<file path="config.mk">
export PLATFORM = sky130hd
export DESIGN_NAME = ksa_fsm
export DESIGN_NICKNAME = d
export VERILOG_FILES = /design/src/rtl/rc4_pkg.sv /design/src/rtl/ksa_key_sel.sv /design/src/rtl/ksa_fsm.sv
export SDC_FILE = /design/constraint.sdc
export NUM_CORES = 1
export LEC_CHECK = 0
export BUFFER_PORTS_ARGS = -buffer_cell sky130_fd_sc_hd__buf_2
export CAP_MARGIN = 15
export CORE_MARGIN = 4
export CORE_UTILIZATION = 59
export CTS_BUF_LIST = sky130_fd_sc_hd__clkbuf_8
export CTS_CLUSTER_DIAMETER = 120
export DETAILED_ROUTE_END_ITERATION = 8
export PLACE_DENSITY = 0.83
export SYNTH_ARGS = -nofsm -noshare
export SYNTH_HDL_FRONTEND = slang
export SYNTH_SLANG_ARGS = --single-unit
</file>
<file path="constraint.sdc">
create_clock -name clock -period 4 [get_ports clock]
set_clock_uncertainty 0.15 [all_clocks]
set_input_delay 0.4 -clock clock [delete_from_list [all_inputs] [get_ports clock]]
set_output_delay 0.4 -clock clock [all_outputs]
set_load 0.05 [all_outputs]
</file>
<file path="src/rtl/rc4_pkg.sv">
// Shared RC4 definitions: state encoding and sizing constants used by the
// key-scheduling FSM and the decoder FSM.
package rc4_pkg;

  localparam int KEY_LEN = 3;
  localparam int S_SIZE = 256;
  localparam int KEY_IDX_W = 2;
  localparam logic [7:0] LAST_IDX = 8'(S_SIZE - 1);
  localparam logic [KEY_IDX_W-1:0] LAST_KEY_IDX = KEY_IDX_W'(KEY_LEN - 1);

  typedef enum logic [3:0] {
    IDLE    = 4'd0,
    INIT_WR = 4'd1,
    RD_I    = 4'd2,
    WAIT_I  = 4'd3,
    CALC_J  = 4'd4,
    RD_J    = 4'd5,
    WAIT_J  = 4'd6,
    WR_J    = 4'd7,
    WR_I    = 4'd8,
    NEXT    = 4'd9,
    DONE    = 4'd10
  } ksa_state_t;

endpackage

</file>
<file path="src/rtl/ksa_key_sel.sv">
// Maps the rolling key index onto a byte of the secret key; byte 0 is the
// most significant byte of the key word.
module ksa_key_sel
  import rc4_pkg::*;
(
  input  logic [8*KEY_LEN-1:0] secret_key,
  input  logic [KEY_IDX_W-1:0] key_idx,
  output logic [7:0]           key_byte
);

  // Byte select; out-of-range indices give zero rather than X.
  always_comb begin
    key_byte = 8'd0;
    case (key_idx)
      2'd0:    key_byte = secret_key[23:16];
      2'd1:    key_byte = secret_key[15:8];
      2'd2:    key_byte = secret_key[7:0];
      default: key_byte = 8'd0;
    endcase
  end

endmodule

</file>
<file path="src/rtl/ksa_fsm.sv">
// RC4 key-scheduling FSM: fills S-RAM with the identity permutation, then
// performs the keyed swap pass through a 1-cycle-latency synchronous RAM.
module ksa_fsm
  import rc4_pkg::*;
(
  input  logic                 clock,
  input  logic                 reset,
  input  logic                 start,
  input  logic [8*KEY_LEN-1:0] secret_key,
  input  logic [7:0]           data_in,
  output logic [7:0]           address,
  output logic [7:0]           data_out,
  output logic                 write_enable,
  output logic                 done
);

  ksa_state_t state_r, state_s;
  logic [7:0] i_r, i_s;
  logic [7:0] j_r, j_s;
  logic [7:0] si_r, si_s;
  logic [7:0] sj_r, sj_s;
  logic [KEY_IDX_W-1:0] key_idx_r, key_idx_s;
  logic [7:0] key_byte_s;
  logic [7:0] address_s, data_out_s;
  logic write_enable_s, done_s;

  ksa_key_sel u_key_sel (
    .secret_key (secret_key),
    .key_idx    (key_idx_r),
    .key_byte   (key_byte_s)
  );

  // Next-state and datapath update.
  always_comb begin
    state_s   = state_r;
    i_s       = i_r;
    j_s       = j_r;
    si_s      = si_r;
    sj_s      = sj_r;
    key_idx_s = key_idx_r;
    case (state_r)
      IDLE, DONE: begin
        if (start) begin
          state_s   = INIT_WR;
          i_s       = 8'd0;
          j_s       = 8'd0;
          key_idx_s = '0;
        end else begin
          state_s = state_r;
        end
      end
      INIT_WR: begin
        if (i_r == LAST_IDX) begin
          state_s = RD_I;
          i_s     = 8'd0;
        end else begin
          i_s = i_r + 8'd1;
        end
      end
      RD_I:   state_s = WAIT_I;
      WAIT_I: begin
        si_s    = data_in;
        state_s = CALC_J;
      end
      CALC_J: begin
        j_s     = j_r + si_r + key_byte_s;
        state_s = RD_J;
      end
      RD_J:   state_s = WAIT_J;
      WAIT_J: begin
        sj_s    = data_in;
        state_s = WR_J;
      end
      WR_J:   state_s = WR_I;
      WR_I:   state_s = NEXT;
      NEXT: begin
        if (i_r == LAST_IDX) begin
          state_s = DONE;
        end else begin
          state_s   = RD_I;
          i_s       = i_r + 8'd1;
          // Wrap counter keeps the key index in step with i without a divider.
          key_idx_s = (key_idx_r == LAST_KEY_IDX) ? '0 : key_idx_r + 2'd1;
        end
      end
      default: state_s = IDLE;
    endcase
  end

  // Outputs are decoded from the upcoming state so they can be registered
  // and still line up with the cycle of the state they belong to.
  always_comb begin
    address_s      = address;
    data_out_s     = data_out;
    write_enable_s = 1'b0;
    done_s         = 1'b0;
    case (state_s)
      INIT_WR: begin
        address_s      = i_s;
        data_out_s     = i_s;
        write_enable_s = 1'b1;
      end
      RD_I, WAIT_I: address_s = i_s;
      RD_J, WAIT_J: address_s = j_s;
      WR_J: begin
        address_s      = j_s;
        data_out_s     = si_s;
        write_enable_s = 1'b1;
      end
      WR_I: begin
        address_s      = i_s;
        data_out_s     = sj_s;
        write_enable_s = 1'b1;
      end
      DONE:    done_s = 1'b1;
      default: done_s = 1'b0;
    endcase
  end

  // State, datapath and output registers with synchronous reset.
  always_ff @(posedge clock) begin
    if (reset) begin
      state_r      <= IDLE;
      i_r          <= 8'd0;
      j_r          <= 8'd0;
      si_r         <= 8'd0;
      sj_r         <= 8'd0;
      key_idx_r    <= '0;
      address      <= 8'd0;
      data_out     <= 8'd0;
      write_enable <= 1'b0;
      done         <= 1'b0;
    end else begin
      state_r      <= state_s;
      i_r          <= i_s;
      j_r          <= j_s;
      si_r         <= si_s;
      sj_r         <= sj_s;
      key_idx_r    <= key_idx_s;
      address      <= address_s;
      data_out     <= data_out_s;
      write_enable <= write_enable_s;
      done         <= done_s;
    end
  end

endmodule
</file>
==> metrics.md <==
| Metric | Value |
|---|---|
| Crit path time final | `3.63 ns` |
| Max Cap Viol | `0` |
| Count of cells along the worst hold path | `3` |
| Synthesis warning total | `0` |
| Total grt overflow | `0` |
| Sink Count | `56` |
| Global-route wire length before repair | `between 10000 and 15000 um` |
| Reg-to-Reg Start | `key_idx_r[1]` |
| Cells on worst reg2reg path | `13` |
| PostCTS Resize Cnt | `0` |
| Die ar. | `~7000 um2` |
| Power per standard cell area | `between 200 and 300 nW/um2` |
| Later-pin clock latency in the skew report | `roughly 0.32 ns` |
| Residual DRC | `0` |
| Die Y | `82.5 um` |
| Routability cong. | `0.908` |
| CP Launch Type | `flip-flop` |
| Slowest stage delay, CP | `around 0.49 ns` |
| Initial antenna violation count | `0` |
| Period Utilization, post-route | `about nine tenths` |
| DR pass1 iterations | `5` |
| Hpwl dp | `roughly 6000 um` |
| Sequential element share of the synthesized area | `34.3%` |
| Clk buf depth | `2` |
| Synth-to-Final Area Change | `10.4%` |
| Crit path top cell by count | `a21oi_1` |
| HP Start | `data_in[0]` |
| Final hold vios | `0` |
| Slowest-stage cell, CP | `fa_1` |
| Unrepaired setup endpoints after global routing | `no` |
| Via density | `approximately 5.9` |
| H-tree depth | `2` |
| Kind of critical path | `reg -> reg` |
| Wire per inst | `16.4 um` |
| Reg2reg setup slack | `between 0.3 and 0.4 ns` |
| CTS clk-pin slew, worst paths | `0.11 ns` |
| TNS Setup | `0 ns` |
| Syn Nets | `429` |
| Mapped cell area | `between 3000 and 4000 um2` |
| Crit path cell chain | `nor2b_1, a21oi_1, fa_1, inv_1, ha_1, fa_1, a21oi_1, nor2_1, a2111oi_4, xnor2_1, a21o_1, a21oi_1, o311ai_1` |
| Final instance area | `roughly 3600 um2` |
| Post-synth ARST share | `0%` |
| Largest net degree at the start of global routing | `60` |
| Post-Synthesis Cells | `about 380` |
| Antenna viol nets, final | `0` |
| Max Slew Vio Count | `0` |
| Synth Register Bits | `56` |
| Cell Area, Placed | `between 3000 and 4000 um2` |
| CP required | `between 4 and 5 ns` |
| Hold buffers post-CTS | `0` |
| Vias in the first global route | `around 2700` |
| FP Rows | `26` |
| Core Area | `roughly 5200 um2` |
| Worst Path Max Fanout | `7` |
| CTS Buf Count | `5` |
| Reg2Reg Capture Point | `address[7]` |
| Fin nets | `470` |
| Diodes inserted | `0` |
| Pleak | `0.00144 uW` |
| Critical Path Sink Type | `flip-flop` |
| Endpoints failing setup | `0` |
| Die W | `just over 80 um` |
| Final WL | `~8000 um` |
| Max rail drop VDD | `approximately 280 uV` |
| Post-CTS setup repair buffer count | `0` |
| Arrival @ worst endpoint | `3.65 ns` |
| Status | `finished, final reports clean` |
| Clock Tree Root | `clkbuf_8` |
| Fmax | `between 200 and 300 MHz` |
| Initial Util | `between 60% and 70%` |
| PortBufs | `52` |
| DR iter-0 viols | `between 200 and 250` |
| Post-synth EDFFs | `0` |
| Most used DFF post-synth | `dfxtp_1` |
| Max-slew headroom | `33.5%` |
| Via count | `approximately 2900` |
| Hold Crit Endpoint | `si_r[0]` |
| Worst min path class | `in -> reg` |
| CTS tree | `built` |
| Post-Syn Area per Cell | `~8.7 um2` |
| GRT Total Usage | `about a quarter` |
| Share of layout cells above drive strength 1 | `19.0%` |
| Worst Max-Slew Pin Slew | `approximately 1.0 ns` |
| Synth unique cells | `63` |
| Number of I/O pins | `53` |
-- report_power, final --
part	switching (uW)	internal, uW	total, uW	leakage, uW
sequential	11.7	566	578	0.000453
clock	203	128	331	0.0000452
combinational	90.6	52.4	143	0.000938
total	305	746	1050	0.00144
-- critical path, delay by kind of cell (launching register included) --
kind / cells / cell delay, ns
AOI/OAI and AO/OA: 6 / 1.16
xor gates and xnor gates: 1 / 0.14
adders and majority gates: 3 / 1.11
and+or+nand+nor: 2 / 0.49
DFF: 1 / 0.38
buffers and inverters: 1 / 0.04
-- through the flow --
step                setup slack, ns  power (uW)  utilization (%)  instances  hold WS (ns)
floorplan                     0.447         689                -        378         0.299
global placement              0.490         728             67.2        482         0.314
detailed placement            0.375         731             67.2        482         0.327
CTS                           0.339        1050             69.0        490         0.166
global route                  0.121        1090             69.0        490         0.170
finish                        0.366        1050             69.0        490         0.167
-- how the worst max path moves through the flow --
stage | startpoint | to | slack, ns | cells after the start
after floorplan | key_idx_r[0] | address[7] | 0.45 | 14
after global placement | key_idx_r[1] | address[7] | 0.49 | 13
after detailed placement | key_idx_r[1] | address[7] | 0.37 | 13
after CTS | key_idx_r[1] | address[7] | 0.34 | 13
after global routing | key_idx_r[1] | address[7] | 0.12 | 13
final | key_idx_r[1] | address[7] | 0.37 | 13
-- cell usage in the layout, fill, tap and decap left out, types with 3 or more instances in the layout --
master     n
a211oi_1   5
a21o_1     5
a21oi_1   27
a221oi_1   4
a22oi_1    9
and3_1     3
buf_2     52
clkbuf_8   5
dfxtp_1   56
fa_1       8
ha_1       8
inv_1     12
mux2i_1   25
nand2_1   38
nand2b_1   3
nand3_1    5
nor2_1    51
nor2b_1    8
nor3_1     6
o21a_1     3
o21ai_0   20
o21ai_1    3
o22ai_1    5
or3_1      3
xnor2_1    7
xor2_1     4
-- sequential cells by signal (all words and copies together), names as in the netlist --
name and count:
data_out 8, i_r 8, write_enable 1, done 1
address 8, key_idx_r 2, sj_r 8, si_r 8
state_r 4, j_r 8
-- routing by layer --
layer | vias to the layer above | global-route usage [%] | routed length, um
met5 | - | 0 | 0
met4 | 0 | 7.81 | 144
met3 | 11 | 3.90 | 563
met2 | 110 | 41.7 | 3840
met1 | 1379 | 33.1 | 3470
li1 | 1410 | - | -
-- area by class of cell --
class                   count  area [um2]
inverters                  13        48.8
repair buffers             54         275
fillers                   434        1620
flip-flops and latches     56        1120
well taps                  70        87.6
clock inverters             3        25.0
clock buffers               5        68.8
multi-input cells         289        1990
-- cells in the mapped netlist, types with 5 or more instances --
cell,n,share of area [%]
ha_1,8,3.1
o22ai_1,5,0.96
a22oi_1,9,2.1
mux2i_1,25,7.6
dfxtp_1,56,34
xnor2_1,7,1.9
nand3_1,5,0.76
a211oi_1,5,1.1
nor2b_1,8,1.5
nor3_1,6,0.92
a21oi_1,27,4.1
fa_1,8,4.9
a21o_1,5,1.1
buf_2,6,0.92
clkbuf_1,8,0.92
o21ai_0,20,3.1
inv_1,12,1.4
nand2_1,38,4.4
nor2_1,51,5.8
-- kinds of logic after synthesis --
family                   share of synthesized area (%)
AO/OA/AOI/OAI                                     21.6
flip-flops                                        34.3
adder cells (fa/ha/maj)                           7.95
AND/OR/NAND/NOR                                   20.6
multiplexers                                      7.65
XOR/XNOR                                          2.94
buffers and inverters                             5.05
(Power assumes the default switching activity.)
